File: config.mk
export PLATFORM = sky130hd
export DESIGN_NAME = ahblite_default_slave_err
export DESIGN_NICKNAME = d
export VERILOG_FILES = /design/src/rtl/ahblite_default_slave_err.sv
export SDC_FILE = /design/constraint.sdc
export NUM_CORES = 1
export LEC_CHECK = 0
export ABC_AREA = 1
export BUFFER_PORTS_ARGS = -buffer_cell sky130_fd_sc_hd__buf_4
export CORE_ASPECT_RATIO = 1.75
export CORE_MARGIN = 2
export CORE_UTILIZATION = 25
export CTS_BUF_LIST = sky130_fd_sc_hd__clkbuf_4 sky130_fd_sc_hd__clkbuf_8 sky130_fd_sc_hd__clkbuf_16
export DETAILED_ROUTE_END_ITERATION = 8
export HOLD_SLACK_MARGIN = 0.03
export RECOVER_POWER = 100
export SYNTH_ARGS = -nofsm -noshare
export SYNTH_HDL_FRONTEND = slang
export SYNTH_SLANG_ARGS = --single-unit
File: constraint.sdc
create_clock -name HCLK -period 2.53 [get_ports HCLK]
set_input_delay 0.3795 -clock HCLK [delete_from_list [all_inputs] [get_ports HCLK]]
set_output_delay 0.3795 -clock HCLK [all_outputs]
set_load 0.02 [all_outputs]
File: src/rtl/ahblite_default_slave_err.sv
// AHB-Lite default slave: answers unmapped accesses with ERROR or fixed-data OKAY after optional
// wait states, and logs the first fault plus a saturating fault count. Optional IRQ: AHB_DEFSLV_IRQ_EN.
module ahblite_default_slave_err #(
  parameter int unsigned WAIT_STATES = 0,
  parameter bit          ERR_RESP    = 1'b1,
  parameter logic [31:0] RDATA_VALUE = 32'h0000_0000,
  parameter int unsigned CNT_W       = 8
) (
  input  logic             HCLK,
  input  logic             HRESETn,
  input  logic             HSEL,
  input  logic [31:0]      HADDR,
  input  logic [1:0]       HTRANS,
  input  logic [2:0]       HSIZE,
  input  logic [3:0]       HPROT,
  input  logic             HWRITE,
  input  logic [31:0]      HWDATA,
  input  logic             HREADY,
  output logic             HREADYOUT,
  output logic [31:0]      HRDATA,
  output logic [1:0]       HRESP,
  input  logic             ERR_CLR,
  output logic             ERR_VALID,
  output logic [31:0]      ERR_ADDR,
  output logic             ERR_WRITE,
  output logic [2:0]       ERR_SIZE,
`ifdef AHB_DEFSLV_IRQ_EN
  output logic             ERR_IRQ,
`endif
  output logic [CNT_W-1:0] ERR_COUNT
);

  typedef enum logic [2:0] {
    ST_IDLE = 3'd0,
    ST_WAIT = 3'd1,
    ST_ERR1 = 3'd2,
    ST_ERR2 = 3'd3,
    ST_OKAY = 3'd4
  } state_t;

  localparam logic [3:0] WAIT_LOAD = (WAIT_STATES > 0) ? 4'(WAIT_STATES - 1) : 4'd0;

  state_t     state;
  logic [3:0] wait_cnt;
  logic       wr_q;
  logic       resp_err;
  logic       addr_phase_ok;
  logic       accept;
  logic       unused_inputs;

  function automatic logic [CNT_W-1:0] sat_inc(input logic [CNT_W-1:0] v);
    return (&v) ? v : v + 1'b1;
  endfunction

  // Only the states that present HREADYOUT=1 can take a new address phase.
  assign addr_phase_ok = (state == ST_IDLE) || (state == ST_ERR2) || (state == ST_OKAY);
  assign accept        = HSEL & HREADY & HTRANS[1] & addr_phase_ok;
  assign HRESP         = {1'b0, resp_err};
  assign unused_inputs = ^{HPROT, HWDATA, HTRANS[0]};

  always_ff @(posedge HCLK or negedge HRESETn) begin
    if (!HRESETn) begin
      state     <= ST_IDLE;
      wait_cnt  <= 4'd0;
      wr_q      <= 1'b0;
      HREADYOUT <= 1'b1;
      resp_err  <= 1'b0;
      HRDATA    <= 32'h0;
    end else begin
      case (state)
        ST_IDLE, ST_ERR2, ST_OKAY: begin
          if (accept) begin
            wr_q <= HWRITE;
            if (WAIT_STATES > 0) begin
              state     <= ST_WAIT;
              wait_cnt  <= WAIT_LOAD;
              HREADYOUT <= 1'b0;
              resp_err  <= 1'b0;
              HRDATA    <= 32'h0;
            end else if (ERR_RESP) begin
              state     <= ST_ERR1;
              HREADYOUT <= 1'b0;
              resp_err  <= 1'b1;
              HRDATA    <= 32'h0;
            end else begin
              state     <= ST_OKAY;
              HREADYOUT <= 1'b1;
              resp_err  <= 1'b0;
              HRDATA    <= HWRITE ? 32'h0 : RDATA_VALUE;
            end
          end else begin
            state     <= ST_IDLE;
            HREADYOUT <= 1'b1;
            resp_err  <= 1'b0;
            HRDATA    <= 32'h0;
          end
        end
        ST_WAIT: begin
          if (wait_cnt == 4'd0) begin
            if (ERR_RESP) begin
              state     <= ST_ERR1;
              HREADYOUT <= 1'b0;
              resp_err  <= 1'b1;
              HRDATA    <= 32'h0;
            end else begin
              state     <= ST_OKAY;
              HREADYOUT <= 1'b1;
              resp_err  <= 1'b0;
              HRDATA    <= wr_q ? 32'h0 : RDATA_VALUE;
            end
          end else begin
            wait_cnt <= wait_cnt - 4'd1;
          end
        end
        ST_ERR1: begin
          state     <= ST_ERR2;
          HREADYOUT <= 1'b1;
          resp_err  <= 1'b1;
          HRDATA    <= 32'h0;
        end
        default: begin
          state     <= ST_IDLE;
          HREADYOUT <= 1'b1;
          resp_err  <= 1'b0;
          HRDATA    <= 32'h0;
        end
      endcase
    end
  end

  // A clear coinciding with an accept restarts the log with this access already captured.
  always_ff @(posedge HCLK or negedge HRESETn) begin
    if (!HRESETn) begin
      ERR_VALID <= 1'b0;
      ERR_ADDR  <= 32'h0;
      ERR_WRITE <= 1'b0;
      ERR_SIZE  <= 3'd0;
      ERR_COUNT <= '0;
    end else if (accept) begin
      ERR_COUNT <= ERR_CLR ? CNT_W'(1) : sat_inc(ERR_COUNT);
      if (!ERR_VALID || ERR_CLR) begin
        ERR_VALID <= 1'b1;
        ERR_ADDR  <= HADDR;
        ERR_WRITE <= HWRITE;
        ERR_SIZE  <= HSIZE;
      end
    end else if (ERR_CLR) begin
      ERR_VALID <= 1'b0;
      ERR_COUNT <= '0;
    end
  end

`ifdef AHB_DEFSLV_IRQ_EN
  always_ff @(posedge HCLK or negedge HRESETn) begin
    if (!HRESETn)     ERR_IRQ <= 1'b0;
    else if (accept)  ERR_IRQ <= 1'b1;
    else if (ERR_CLR) ERR_IRQ <= 1'b0;
  end
`endif

endmodule

==> impl_metrics.json, run 1 <==
{
  "seq_area_mm2": 0.001303,
  "cts_buffers": 5,
  "cts_sinks": 52,
  "routed_wl_mm": 6.397,
  "fin_hold_ws_ns": 0.3191,
  "grt_overflow": 0,
  "initial_utilization": 0.2556,
  "synth-seq-cells": 52,
  "hold_viol": 0,
  "dieArea_mm2": 0.01176,
  "cts_max_level": 2,
  "drt_iter0_markers": 96,
  "r2r_cells": 7,
  "cts-root-buf": "clkbuf_16",
  "antenna_cells": 0,
  "final.setup.tns_ns": 0,
  "holdPathStages": 3,
  "yosys_warnings": 0,
  "grt.total_usage": 0.1083,
  "final_cell_count_no_fill": 528,
  "postLayoutCoreUtil": 0.3082,
  "place_area_mm2": 0.003314,
  "multi_input_area_mm2": 0.001085,
  "syn_to_final_growth_pct": 20.57,
  "post_cts_buffers": 0,
  "fillers": 1182,
  "arrival_ns": 2.14,
  "routed_via_density": 4.241,
  "dp_cells": 521,
  "syn_inst": 313,
  "worst_slew_pin_slew_ns": 1.348,
  "ant_nets": 0,
  "fin_ws_ns": 0.6229,
  "mostFrequentLayoutCells": "109 x nand2_1, 51 x dfrtp_1, 47 x clkbuf_1, 44 x buf_4, 41 x nand3_1",
  "wl_per_cell_um": 12.12,
  "slew_headroom": 0.1012,
  "power_mw": 3.227,
  "irDropWorstVdd_uv": 457.6,
  "cpPeakStageDelay_ns": 0.40,
  "drt-pass1-iter-count": 4,
  "final_layout_size_suffix_gt1_frac": 0.1759,
  "pre_cts_slack_ns": 0.6562,
  "place.gp.congestion": 0.7984,
  "worst_path_most_repeated_cell": "nand2_1",
  "cp_slowest_cell": "dfrtp_1",
  "hold_path_class": "input pin to register",
  "critPathMaxFanout": 17,
  "min_period_ns": 1.907,
  "drc": 0,
  "io_buffers": 88,
  "grt_start_max_net_pins": 53,
  "p_leak_nw": 1.705,
  "final-setup-viol-count": 0,
  "syn_area_mm2": 0.002719,
  "avgSynthCellArea_um2": 8.686,
  "ys_seq_area_frac": 0.4791,
  "cts_buffer_depth": 2,
  "rsz0062_at_grt": "no",
  "finalInstanceArea_mm2": 0.003278,
  "start_kind": "register",
  "slew_violations": 0,
  "max_freq_mhz": 524.4,
  "grt_pass1_vias": 2091,
  "drv_cap": 0,
  "die_w_um": 82.83,
  "clock_latency_ns": 0.29,
  "power_density_mw_per_mm2": 984.4,
  "clk_pin_slew_ns": 0.07,
  "skew_ns": 0.004327,
  "core_area_mm2": 0.01064,
  "required_ns": 2.76,
  "grt_pass1_wl_mm": 10.27,
  "cts_tree": "yes",
  "die_y_um": 142.0,
  "crit_path_end_kind": "register",
  "cts_resized": 0,
  "cts_hold_buf": 0,
  "final_common_cell": "nand2_1",
  "hpwl_mm": 4.621,
  "period_share": 0.7538,
  "outcome": "finished, final reports clean",
  "vias": 2239,
  "num-nets-final": 481,
  "boundaryPins": 159,
  "antenna_found_initial": 0,
  "crit_chain": "ha_1 -> inv_1 -> nor2_8 -> nand2_1 -> nand2_1 -> nand3_1 -> nand2_1",
  "num_rows": 50,
  "critPathKind": "register to register",
  "ys_types": 26
}
-- final cells by class --
class	count	area share
sequential	52	0.3973
timing repair buffer	92	0.1561
multi-input combinational	230	0.3309
tap	130	0.04962
inverter	17	0.01947
clock buffer	7	0.04656
-- worst paths after layout --
path / startpoint / to / slack, ns
max: resp_err / ERR_COUNT[5] / 0.62
min: HADDR[13] / ERR_ADDR[13] / 0.32
max reg2reg: resp_err / ERR_COUNT[5] / 0.62
min reg2reg: ERR_ADDR[18] / ERR_ADDR[18] / 0.47
max in group asynchronous: HRESETn / ERR_ADDR[18] / 1.32
min in group asynchronous: HRESETn / ERR_ADDR[8] / 0.40
-- where the power goes --
| part | internal (mW) | total, mW | switching, mW |
|---|---|---|---|
| clock | 0.416 | 0.706 | 0.291 |
| sequential | 1.13 | 1.30 | 0.161 |
| combinational | 0.335 | 1.22 | 0.890 |
| total | 1.88 | 3.23 | 1.34 |
-- Yosys cell counts --
| cell type | n | area share |
|---|---|---|
| nand2_1 | 108 | 0.15 |
| dfrtp_1 | 51 | 0.47 |
| nand3_1 | 41 | 0.075 |
| buf_4 | 37 | 0.10 |
| inv_1 | 15 | 0.021 |
| nor2_1 | 13 | 0.018 |
| nand3_2 | 12 | 0.044 |
| o21ai_0 | 6 | 0.011 |
| ha_1 | 4 | 0.018 |
| buf_6 | 3 | 0.012 |
| a21oi_1 | 2 | 0.0037 |
| buf_12 | 2 | 0.015 |
| buf_2 | 2 | 0.0037 |
| inv_2 | 2 | 0.0028 |
| nand2_4 | 2 | 0.0083 |
| o21ai_1 | 2 | 0.0037 |
| xor2_1 | 2 | 0.0064 |
| buf_1 | 1 | 0.0014 |
| buf_8 | 1 | 0.0055 |
| conb_1 | 1 | 0.0014 |
| dfstp_2 | 1 | 0.0097 |
| nand2_2 | 1 | 0.0023 |
| nand4_1 | 1 | 0.0023 |
| nor2_8 | 1 | 0.0074 |
| o21ai_2 | 1 | 0.0032 |
| o21bai_1 | 1 | 0.0028 |
-- flip-flops by register name, summed over array words and instances (netlist names) --
name	cells
ERR_ADDR	32
ERR_COUNT	8
ERR_SIZE	3
ERR_VALID	1
ERR_WRITE	1
HREADYOUT	1
resp_err	1
state	1
wait_cnt	4
-- metal layers --
metal,vias up,track usage,routed length [um]
li1,1087,-,-
met1,1056,0.1158,2421
met2,91,0.1986,3371
met3,5,0.03422,507
met4,0,0.03883,96
met5,-,0,0
-- logic make-up after synthesis --
| family | Yosys count | share of synthesized area |
|---|---|---|
| fa+ha+maj | 4 | 0.01841 |
| compound gates | 12 | 0.02439 |
| simple gates | 179 | 0.3070 |
| flops | 52 | 0.4791 |
| buf+inv | 63 | 0.1634 |
| other cells | 1 | 0.001379 |
| xor+xnor | 2 | 0.006444 |
-- critical path: cells and delay by family (launching register included) --
family,cells,cell delay [ns]
AND/OR/NAND/NOR,5,0.95
flip-flops,1,0.40
adder cells (fa/ha/maj),1,0.38
buffers and inverters,1,0.12
Note: power is estimated with default switching activity, not from simulation.
==> run 2: changes to the inputs <==
Clock period 2.53 ns to 1.95 ns, I/O delays scaled along.
==> impl_metrics.json, run 2 (synthesized netlist as in run 1, its figures left out) <==
{
  "outcome": "finished, final reports clean",
  "rsz0062_at_grt": "no",
  "cpPeakStageDelay_ns": 0.41,
  "grt_overflow": 0,
  "final_common_cell": "nand2_1",
  "cp_slowest_cell": "dfrtp_1",
  "final-setup-viol-count": 0,
  "met3_length_um": 445,
  "core_area_mm2": 0.01064,
  "critPathMaxFanout": 9,
  "num_rows": 50,
  "cts_hold_buf": 0,
  "p_leak_nw": 1.728,
  "dp_cells": 524,
  "crit_chain": "ha_1 -> inv_1 -> nor2_8 -> nand2_1 -> nand2_1 -> nand3_1 -> nand2_1",
  "max_freq_mhz": 580.5,
  "final.setup.tns_ns": 0,
  "drt_iter0_markers": 99,
  "cts_buffers": 5,
  "mostFrequentLayoutCells": "109 x nand2_1, 51 x dfrtp_1, 47 x buf_4, 47 x clkbuf_1, 41 x nand3_1",
  "regMostFlops": "ERR_ADDR",
  "hold_viol": 0,
  "worst-path-buf-inv": 1,
  "wl_met2_mm": 3.566,
  "drv_cap": 0,
  "routed_wl_mm": 6.609,
  "post_cts_buffers": 0,
  "crit_path_end_kind": "register",
  "grt_start_max_net_pins": 53,
  "min_period_ns": 1.723,
  "reg2reg_slack_ns": 0.23,
  "drt-pass1-iter-count": 4,
  "skew_ns": 0.004060,
  "clock_latency_ns": 0.29,
  "cts_resized": 0,
  "syn_to_final_growth_pct": 21.95,
  "power_density_mw_per_mm2": 1308,
  "drc": 0,
  "die_w_um": 82.83,
  "die_y_um": 142.0,
  "biggestRegsByFlops": "ERR_ADDR: 32 flops, ERR_COUNT: 8 flops, wait_cnt: 4 flops",
  "holdPathStages": 3,
  "ant_nets": 0,
  "worstReg2RegStart": "resp_err",
  "place.gp.congestion": 0.8039,
  "reg2reg_to": "ERR_COUNT[5]",
  "cts_sinks": 52,
  "cts-root-buf": "clkbuf_16",
  "grt_pass1_wl_mm": 10.27,
  "slew_headroom": 0.1006,
  "routed_via_density": 4.233,
  "dieArea_mm2": 0.01176,
  "min_to": "ERR_ADDR[15]",
  "min-delay-start": "HADDR[15]",
  "hold_path_class": "input pin to register",
  "critPathKind": "register to register",
  "num-nets-final": 484,
  "fillers": 1174,
  "antenna_cells": 0,
  "hpwl_mm": 4.842,
  "pre_cts_slack_ns": 0.2604,
  "period_share": 0.8835,
  "slew_violations": 0,
  "irDropWorstVdd_uv": 426.3,
  "start_kind": "register",
  "cts_tree": "yes",
  "cts_buffer_depth": 2,
  "r2r_cells": 7,
  "initial_utilization": 0.2556,
  "drt-met1-wl_mm": 2.475,
  "cp_top_family": "simple AND/OR/NAND/NOR gates",
  "highest_layer": "met4",
  "grt.total_usage": 0.1087,
  "antenna_found_initial": 0,
  "worst_path_most_repeated_cell": "nand2_1",
  "io_buffers": 88,
  "cp_num_cells": 7,
  "cts_max_level": 2,
  "required_ns": 2.18,
  "worst_slew_pin_slew_ns": 1.349,
  "largest_reg_flops": 32,
  "arrival_ns": 1.95,
  "grt_pass1_vias": 2090,
  "wl_per_cell_um": 12.42,
  "final_layout_size_suffix_gt1_frac": 0.1841,
  "vias": 2252,
  "clk_pin_slew_ns": 0.07,
  "boundaryPins": 159,
  "final_cell_count_no_fill": 532,
  "fin_ws_ns": 0.2272
}
-- run 2: layout make-up --
class / count / area, um^2 / area share
multi-input combinational: 230 / 1085 / 0.3272
clock buffer: 6 / 132.6 / 0.04000
inverter: 17 / 63.81 / 0.01925
sequential: 52 / 1303 / 0.3928
timing repair buffer: 95 / 534.3 / 0.1611
clock inverter: 2 / 35.03 / 0.01057
tap: 130 / 162.7 / 0.04906
-- run 2: power by group --
part | switching, mW | internal (mW) | total (mW)
combinational | 1.18 | 0.461 | 1.64
clock | 0.398 | 0.619 | 1.02
sequential | 0.210 | 1.47 | 1.68
-- run 2: tightest hold or removal path, cell delays in order --
cell     delay [ns]
buf_4          0.08
nand3_2        0.05
nand2_1        0.05
-- run 2: routing by layer --
layer	GRT usage	up-vias
li1	-	1095
met4	0.04314	0
met5	0	-
met2	0.2042	85
met1	0.1136	1064
met3	0.02900	8
-- run 2: stage by stage --
step	power [mW]	utilization	hold WS [ns]	area [um^2]
floorplan	2.897	-	-0.003091	2839
global placement	3.652	0.3138	0.3880	3337
detailed placement	3.706	0.3138	0.3960	3337
CTS	4.747	0.3295	0.08003	3505
global route	4.648	0.3118	0.2174	3316
finish	4.338	0.3118	0.2222	3316
-- run 2: how the worst max path moves through the flow --
stage                  from           end
2_1_floorplan  ERR_COUNT[0]  ERR_COUNT[5]
5_1_grt            resp_err   ERR_ADDR[3]
3_3_place_gp       resp_err  ERR_ADDR[22]
6_report           resp_err  ERR_COUNT[5]
4_1_cts            resp_err  ERR_ADDR[19]
3_5_place_dp       resp_err  ERR_ADDR[19]
